===== src/rtl/mult_pipe_pkg.sv =====
// Shared constants and helpers for the pipelined handshake multiplier.
// Counter width and the product-width rule live here so all files agree.
package mult_pipe_pkg;

  localparam int CNT_W = 32;

  function automatic int prod_w(input int w);
    return 2 * w;
  endfunction

endpackage


===== src/rtl/mult_pipe_hs_wrapper_if.sv =====
// Operand/result handshake bundle for mult_pipe_hs_wrapper.
// master = producer/consumer environment, slave = the multiplier wrapper.
interface mult_pipe_hs_wrapper_if
  import mult_pipe_pkg::*;
#(
  parameter int WIDTH = 4
);

  logic                       in_valid;
  logic                       in_ready;
  logic                       is_signed;
  logic [WIDTH-1:0]           multiplicand;
  logic [WIDTH-1:0]           multiplier;
  logic                       out_valid;
  logic                       out_ready;
  logic [prod_w(WIDTH)-1:0]   product;

  modport master (
    output in_valid,
    output is_signed,
    output multiplicand,
    output multiplier,
    output out_ready,
    input  in_ready,
    input  out_valid,
    input  product
  );

  modport slave (
    input  in_valid,
    input  is_signed,
    input  multiplicand,
    input  multiplier,
    input  out_ready,
    output in_ready,
    output out_valid,
    output product
  );

endinterface


===== src/rtl/mult_pipe_core.sv =====
// Combinational WIDTH x WIDTH multiplier, signed or unsigned per operand pair.
// Operands are extended to the full product width so the low half is exact mod 2^(2*WIDTH).
module mult_pipe_core
  import mult_pipe_pkg::*;
#(
  parameter int WIDTH = 4
) (
  input  logic                     is_signed,
  input  logic [WIDTH-1:0]         a,
  input  logic [WIDTH-1:0]         b,
  output logic [prod_w(WIDTH)-1:0] product
);

  localparam int PW = prod_w(WIDTH);

  logic [PW-1:0] a_ext;
  logic [PW-1:0] b_ext;

  always_comb begin
    a_ext   = {{WIDTH{is_signed & a[WIDTH-1]}}, a};
    b_ext   = {{WIDTH{is_signed & b[WIDTH-1]}}, b};
    product = a_ext * b_ext;
  end

endmodule


===== src/rtl/mult_pipe_hs_wrapper.sv =====
// Registered-I/O pipelined multiplier with valid/ready on both sides, global stall.
// Define MULT_PIPE_PERF_EN to add txn_count/stall_count performance counters.
module mult_pipe_hs_wrapper
  import mult_pipe_pkg::*;
#(
  parameter int WIDTH       = 4,
  parameter int PIPE_STAGES = 1
) (
  input  logic               clk,
  input  logic               rst_n,
  mult_pipe_hs_wrapper_if.slave bus
`ifdef MULT_PIPE_PERF_EN
  ,
  output logic [CNT_W-1:0]   txn_count,
  output logic [CNT_W-1:0]   stall_count
`endif
);

  localparam int PW = prod_w(WIDTH);

  typedef struct packed {
    logic          valid;
    logic [PW-1:0] prod;
  } stage_t;

  logic             advance;
  logic             s0_valid;
  logic             s0_signed;
  logic [WIDTH-1:0] s0_a;
  logic [WIDTH-1:0] s0_b;
  logic [PW-1:0]    core_prod;
  stage_t           core_stage;
  stage_t           last_stage;
  logic             out_valid_q;
  logic [PW-1:0]    product_q;

  // Whole pipe moves together; nothing advances while a result waits on the consumer.
  assign advance       = bus.out_ready || !out_valid_q;
  assign bus.in_ready  = advance;
  assign bus.out_valid = out_valid_q;
  assign bus.product   = product_q;

  always_ff @(posedge clk) begin
    if (!rst_n) begin
      s0_valid  <= 1'b0;
      s0_signed <= 1'b0;
      s0_a      <= '0;
      s0_b      <= '0;
    end else if (advance) begin
      s0_valid  <= bus.in_valid;
      s0_signed <= bus.is_signed;
      s0_a      <= bus.multiplicand;
      s0_b      <= bus.multiplier;
    end
  end

  mult_pipe_core #(
    .WIDTH (WIDTH)
  ) u_core (
    .is_signed (s0_signed),
    .a         (s0_a),
    .b         (s0_b),
    .product   (core_prod)
  );

  assign core_stage.valid = s0_valid;
  assign core_stage.prod  = core_prod;

  generate
    if (PIPE_STAGES == 0) begin : g_no_retime
      assign last_stage = core_stage;
    end else begin : g_retime
      for (genvar k = 0; k < PIPE_STAGES; k++) begin : g_stage
        stage_t r;
        stage_t src;

        if (k == 0) begin : g_first
          assign src = core_stage;
        end else begin : g_next
          assign src = g_stage[k-1].r;
        end

        always_ff @(posedge clk) begin
          if (!rst_n) begin
            r <= '0;
          end else if (advance) begin
            r <= src;
          end
        end
      end
      assign last_stage = g_stage[PIPE_STAGES-1].r;
    end
  endgenerate

  always_ff @(posedge clk) begin
    if (!rst_n) begin
      out_valid_q <= 1'b0;
      product_q   <= '0;
    end else if (advance) begin
      out_valid_q <= last_stage.valid;
      product_q   <= last_stage.prod;
    end
  end

`ifdef MULT_PIPE_PERF_EN
  always_ff @(posedge clk) begin
    if (!rst_n) begin
      txn_count   <= '0;
      stall_count <= '0;
    end else begin
      if (out_valid_q && bus.out_ready) begin
        txn_count <= txn_count + CNT_W'(1);
      end
      if (out_valid_q && !bus.out_ready) begin
        stall_count <= stall_count + CNT_W'(1);
      end
    end
  end
`endif

endmodule


===== src/flat_wrapper.sv =====
// flat-port wrapper written by rule: the top's interface ports become plain ports
module mult_pipe_hs_wrapper_flat import mult_pipe_pkg::*;
#(
  parameter int WIDTH       = 4,
  parameter int PIPE_STAGES = 1
)
  (clk, rst_n, bus_in_valid, bus_is_signed, bus_multiplicand, bus_multiplier, bus_out_ready, bus_in_ready, bus_out_valid, bus_product);
  mult_pipe_hs_wrapper_if #(.WIDTH(WIDTH)) bus_i ();
  input  logic clk;
  input  logic rst_n;
  input wire logic [$bits(bus_i.in_valid)-1:0] bus_in_valid;
  input wire logic [$bits(bus_i.is_signed)-1:0] bus_is_signed;
  input wire logic [$bits(bus_i.multiplicand)-1:0] bus_multiplicand;
  input wire logic [$bits(bus_i.multiplier)-1:0] bus_multiplier;
  input wire logic [$bits(bus_i.out_ready)-1:0] bus_out_ready;
  output wire logic [$bits(bus_i.in_ready)-1:0] bus_in_ready;
  output wire logic [$bits(bus_i.out_valid)-1:0] bus_out_valid;
  output wire logic [$bits(bus_i.product)-1:0] bus_product;
  assign bus_i.in_valid = bus_in_valid;
  assign bus_i.is_signed = bus_is_signed;
  assign bus_i.multiplicand = bus_multiplicand;
  assign bus_i.multiplier = bus_multiplier;
  assign bus_i.out_ready = bus_out_ready;
  assign bus_in_ready = bus_i.in_ready;
  assign bus_out_valid = bus_i.out_valid;
  assign bus_product = bus_i.product;
  mult_pipe_hs_wrapper #(.WIDTH(WIDTH), .PIPE_STAGES(PIPE_STAGES)) u_core (.clk(clk), .rst_n(rst_n), .bus(bus_i));
endmodule

===== config.mk =====
export PLATFORM = sky130hd
export DESIGN_NAME = mult_pipe_hs_wrapper_flat
export DESIGN_NICKNAME = d
export VERILOG_FILES = /design/src/rtl/mult_pipe_pkg.sv /design/src/rtl/mult_pipe_hs_wrapper_if.sv /design/src/rtl/mult_pipe_core.sv /design/src/rtl/mult_pipe_hs_wrapper.sv /design/src/flat_wrapper.sv
export SDC_FILE = /design/constraint.sdc
export NUM_CORES = 1
export LEC_CHECK = 0
export CAP_MARGIN = 20
export CORE_AREA = 2 2 79 62
export DETAILED_ROUTE_END_ITERATION = 12
export DIE_AREA = 0 0 81 64
export DONT_BUFFER_PORTS = 1
export PLACE_DENSITY_LB_ADDON = 0.3
export RECOVER_POWER = 100
export SYNTH_ARGS = -nofsm -noshare
export SYNTH_HDL_FRONTEND = slang
export SYNTH_SLANG_ARGS = --single-unit

===== constraint.sdc =====
create_clock -name clk -period 5 [get_ports clk]
set_input_delay 0.5 -clock clk [delete_from_list [all_inputs] [get_ports clk]]
set_output_delay 0.5 -clock clk [all_outputs]
set_load 0.005 [all_outputs]

Yosys cells after proc, flatten, opt, wreduce, memory -nomap -nowiden
Index checks and enable logic that the tools add are counted.
W data, S select, Z words.

storage, ports and cells
  register bits = 28
  bits in latches = 0
  bits in writable memories = 0
  ROM bits = 0
  input port bits = 13
  output and inout port bits = 10
  word-level logic and storage cells = 13
  memories = 0

operators by class
  add/sub/neg operators = 0
  $mul = 1
  divide/modulo/power cells = 0
  $lt $le $gt $ge = 0
  equal/unequal tests = 0
  shifts and indexed selects = 0
  multiplexer cells = 0
  bitwise operators = 2
  reduce and logical (&&, ||, !) cells = 2

operators with widths
  operator            number
  $mul A5 B5 Y8       1
  $and A1 B1 Y1       2
  $logic_not A1 Y1    1
  $logic_or A1 B1 Y1  1

Depth between registers and ports, before layout
  depth after elaboration = 2
  mapped depth = 14
  gate-level depth less buffers = 14

By module
A second synthesis with hierarchy kept.

unflattened totals
  cell total of the unflattened synthesis = 190
  area total of the unflattened synthesis = 1785.5 um^2

by module, submodules not included
  module                instances  cells each  area each (um^2)
  mult_pipe_hs_wrapper  1          111         1086.0
  mult_pipe_core        1          79          699.4

Worst setup path before layout
OpenSTA, ideal clock, no wires.

  kind = register to register
  start = register u_core.s0_b[3]
  end = register u_core.g_retime.g_stage[0].r[7] (netlist name)
  library setup time = 0.122 ns
  arrival time = 3.466 ns
  data required time = 4.878 ns
  path slack = 1.411 ns
  cell stages (with the launch flop) = 12
  buffers on the path = 0
  path through = dfxtp_1 nand2_1 or2_2 fa_1 fa_1 fa_1 fa_1 nand2b_1 a21oi_4 xor2_1 xnor2_1 a21oi_1

between the ends
  word-level cells in the longest chain between the ends = 2

ends and longest elaborated chain
  what                      line                        RTL
  start: declaration        mult_pipe_hs_wrapper.sv:30  logic [WIDTH-1:0] s0_b;
  start signal: assignment  mult_pipe_hs_wrapper.sv:53  s0_b <= bus.multiplier;
  $and A1 B1 Y1             mult_pipe_core.sv:21        b_ext = {{WIDTH{is_signed & b[WIDTH-1]}}, b};
  $mul A5 B5 Y8 (*)         mult_pipe_core.sv:22        product = a_ext * b_ext;
  end signal: assignment    mult_pipe_hs_wrapper.sv:87  r <= src;
  end: declaration          mult_pipe_hs_wrapper.sv:74  stage_t r;

Every way passes the cells marked *; elsewhere a longest branch is shown, timed or not.
A chain may end at the register's enable or synchronous reset.

Final worst setup path
Ends and elaborated chain as after synthesis.

==> reports/qor.csv <==
metric,value,unit
status,completed,
synth.most_common_cell,nand2_1,
drive_gt1_share,6.70,%
grt_max_degree,30,
die_h,64,um
num_rows,21,
slew_headroom,20.4,%
cts.path.max_buffers,2,
synth_cell_type_count,29,
hold_end,u_core.bus.out_valid,
cap_violations,0,
grt_pass1_wl,5550,um
die_area,0.00518,sq mm
finalNetCount,232,
critPathLaunchType,register,
dp_hpwl,2340,um
tightestPinTransition,1190,ps
fmax,263,MHz
reg2reg_depth,11,
avgSynthCellArea,8.75,sq um
portBuffers,0,
grt-ovfl-total,0,
hold_class,in -> reg,
post_cts_buffers,0,
leakage,0.753,nW
ctsHoldBuffers,0,
rsz0062_at_grt,no,
seq_area_frac_synth,32.5,%
cts-resized-gates,0,
htreeDepth,1,
crit_type,reg -> reg,
hp-start,rst_n,
synth_area,0.00172,sq mm
power_density,240,mW/mm^2
r2r-end,u_core.g_retime.g_stage[0].r[7],
synth_top_area_cell,dfxtp_1,
synth_edf_count,0,
async_reset_ff_share,0,%
root_buffer,clkbuf_8,
ys.flop_type,dfxtp_1,
worstPathArrival,3940,ps
start_util,39.5,%
whs_path_depth,1,
r2r_setup_slack,1200,ps
io_pins,23,
cp.buffers_inverters,0,
drtPass1Iterations,4,
cp_top_family,adder cells,
whs,333,ps
numCtsBuffers,3,
ir_worst_vdd,0.134,mV
diodes,0,
critPathMaxStageDelay,530,ps
hold_viol,0,
ys_seq_elements,28,
cts.sinks,28,
cp_cell_sequence,"nand2_1, or2_2, fa_1, fa_1, fa_1, fa_1, nand2b_1, a21oi_4, xor2_1, xnor2_1, a21oi_1",
synth_area_leaders,"dfxtp_1, fa_1, nand2_1, a21boi_0, ha_1",
place.gp.congestion,0.824,
grt_usage,14.2,%
r2r-start,u_core.s0_b[3],
cp_common_cell,fa_1,
core_area,0.00436,sq mm
synth_top_area_share,32.5,%
ant_nets,0,
wirelength,3130,um
period_share,76.0,%
worstPathMaxFanout,7,
period_needed,3800,ps
ys_top_cells_by_count,"nand2_1, dfxtp_1, a21boi_0",
wl_per_cell,12.5,um
critical_path.slowest_cell,fa_1,
first_global_vias,1187,
cp.required,5140,ps
cts_tree,done,
drc,0,
ys_warn_count,0,
clk_pin_slew_worst_paths,90,ps
setup_tns,0,ps
synth_nets,234,
final.setup_skew,1.61,ps
syn_inst,197,
die_x,81,um
report.final.setup_viol,0,
grt_antenna_before_repair,0,
finalMaxSlewViolations,0,
end_kind,register,
first_iter_violations,29,
areaGrowthSynthToFinish,5.44,%
vias_per_cell,4.73,
vias,1186,
insertion_delay,280,ps
-- per-stage QoR --
step	instance area, sq um	utilization (%)	setup WS (ps)	cells	power (mW)
6_report	1820	41.7	1200	251	0.436
5_1_grt	1820	41.7	966	251	0.464
4_1_cts	1820	41.8	1190	251	0.443
3_5_place_dp	1770	40.5	1200	247	0.299
3_3_place_gp	1770	40.5	1300	247	0.298
2_1_floorplan	1720	-	1410	197	0.289
-- routing by layer --
layer  GRT usage [%]  wire length (um)  share of wire (%)  vias up
li1                -                 -                  -      611
met1            20.6              1690                 54      551
met2            19.8              1240                 40       19
met3            4.10               145                4.6        5
met4            5.08                47                1.5        0
met5               0                 0                  0        -
-- flip-flops by register name, indices dropped and copies added, names as in the netlist --
register,count
u_core.bus.out_valid,1
u_core.bus.product,8
u_core.g_retime.g_stage.r,9
u_core.s0_a,4
u_core.s0_b,4
u_core.s0_signed,1
u_core.s0_valid,1
-- cell usage in the layout (no fill, tap or decap), drive strengths merged --
master / count
and3: 2
nand3: 3
a21o: 1
and2: 10
xor2: 2
o21ai: 2
nand2: 55
a21boi: 24
nor2: 2
clkbuf: 5
a21oi: 3
xnor2: 5
mux2i: 1
o21a: 1
nor2b: 1
or2: 3
o211a: 1
dfxtp: 28
inv: 18
nand2b: 3
fa: 12
ha: 12
-- how the worst max path moves through the flow --
stage / slack (ps) / from / endpoint / depth (start not counted)
2_1_floorplan: 1410 / u_core.s0_b[3] / u_core.g_retime.g_stage[0].r[7] / 11
3_3_place_gp: 1300 / u_core.s0_b[3] / u_core.g_retime.g_stage[0].r[7] / 11
3_5_place_dp: 1200 / u_core.s0_b[3] / u_core.g_retime.g_stage[0].r[7] / 11
4_1_cts: 1190 / u_core.s0_b[3] / u_core.g_retime.g_stage[0].r[7] / 11
5_1_grt: 970 / u_core.s0_b[3] / u_core.g_retime.g_stage[0].r[7] / 11
6_report: 1200 / u_core.s0_b[3] / u_core.g_retime.g_stage[0].r[7] / 11
-- layout make-up --
cell class                 instances  area [sq um]
fill                             467          2540
multi-input combinational        143          1060
sequential                        28           561
tap                               57          71.3
inverter                          18          67.6
clock buffer                       4          55.1
timing repair buffer               1          3.75
-- cells by family after synthesis --
family | synth area share, %
compound gates | 14.0
xor+xnor | 3.56
simple gates | 20.5
mux | 0.581
buf+inv | 6.17
fa+ha+maj | 22.6
flops | 32.5
-- worst register-to-register path, cell delays in order (launching register included) --
cell      delay, ps
dfxtp_1         430
nand2_1         170
or2_2           330
fa_1            510
fa_1            510
fa_1            530
fa_1            450
nand2b_1        210
a21oi_4         140
xor2_1          170
xnor2_1         130
a21oi_1          80
-- where the power goes --
part           internal (mW)  total [mW]  switching [mW]
combinational         0.0222      0.0466          0.0245
clock                 0.0707       0.143          0.0727
sequential             0.235       0.246          0.0111
No activity file was read; power rests on OpenSTA's default activity.
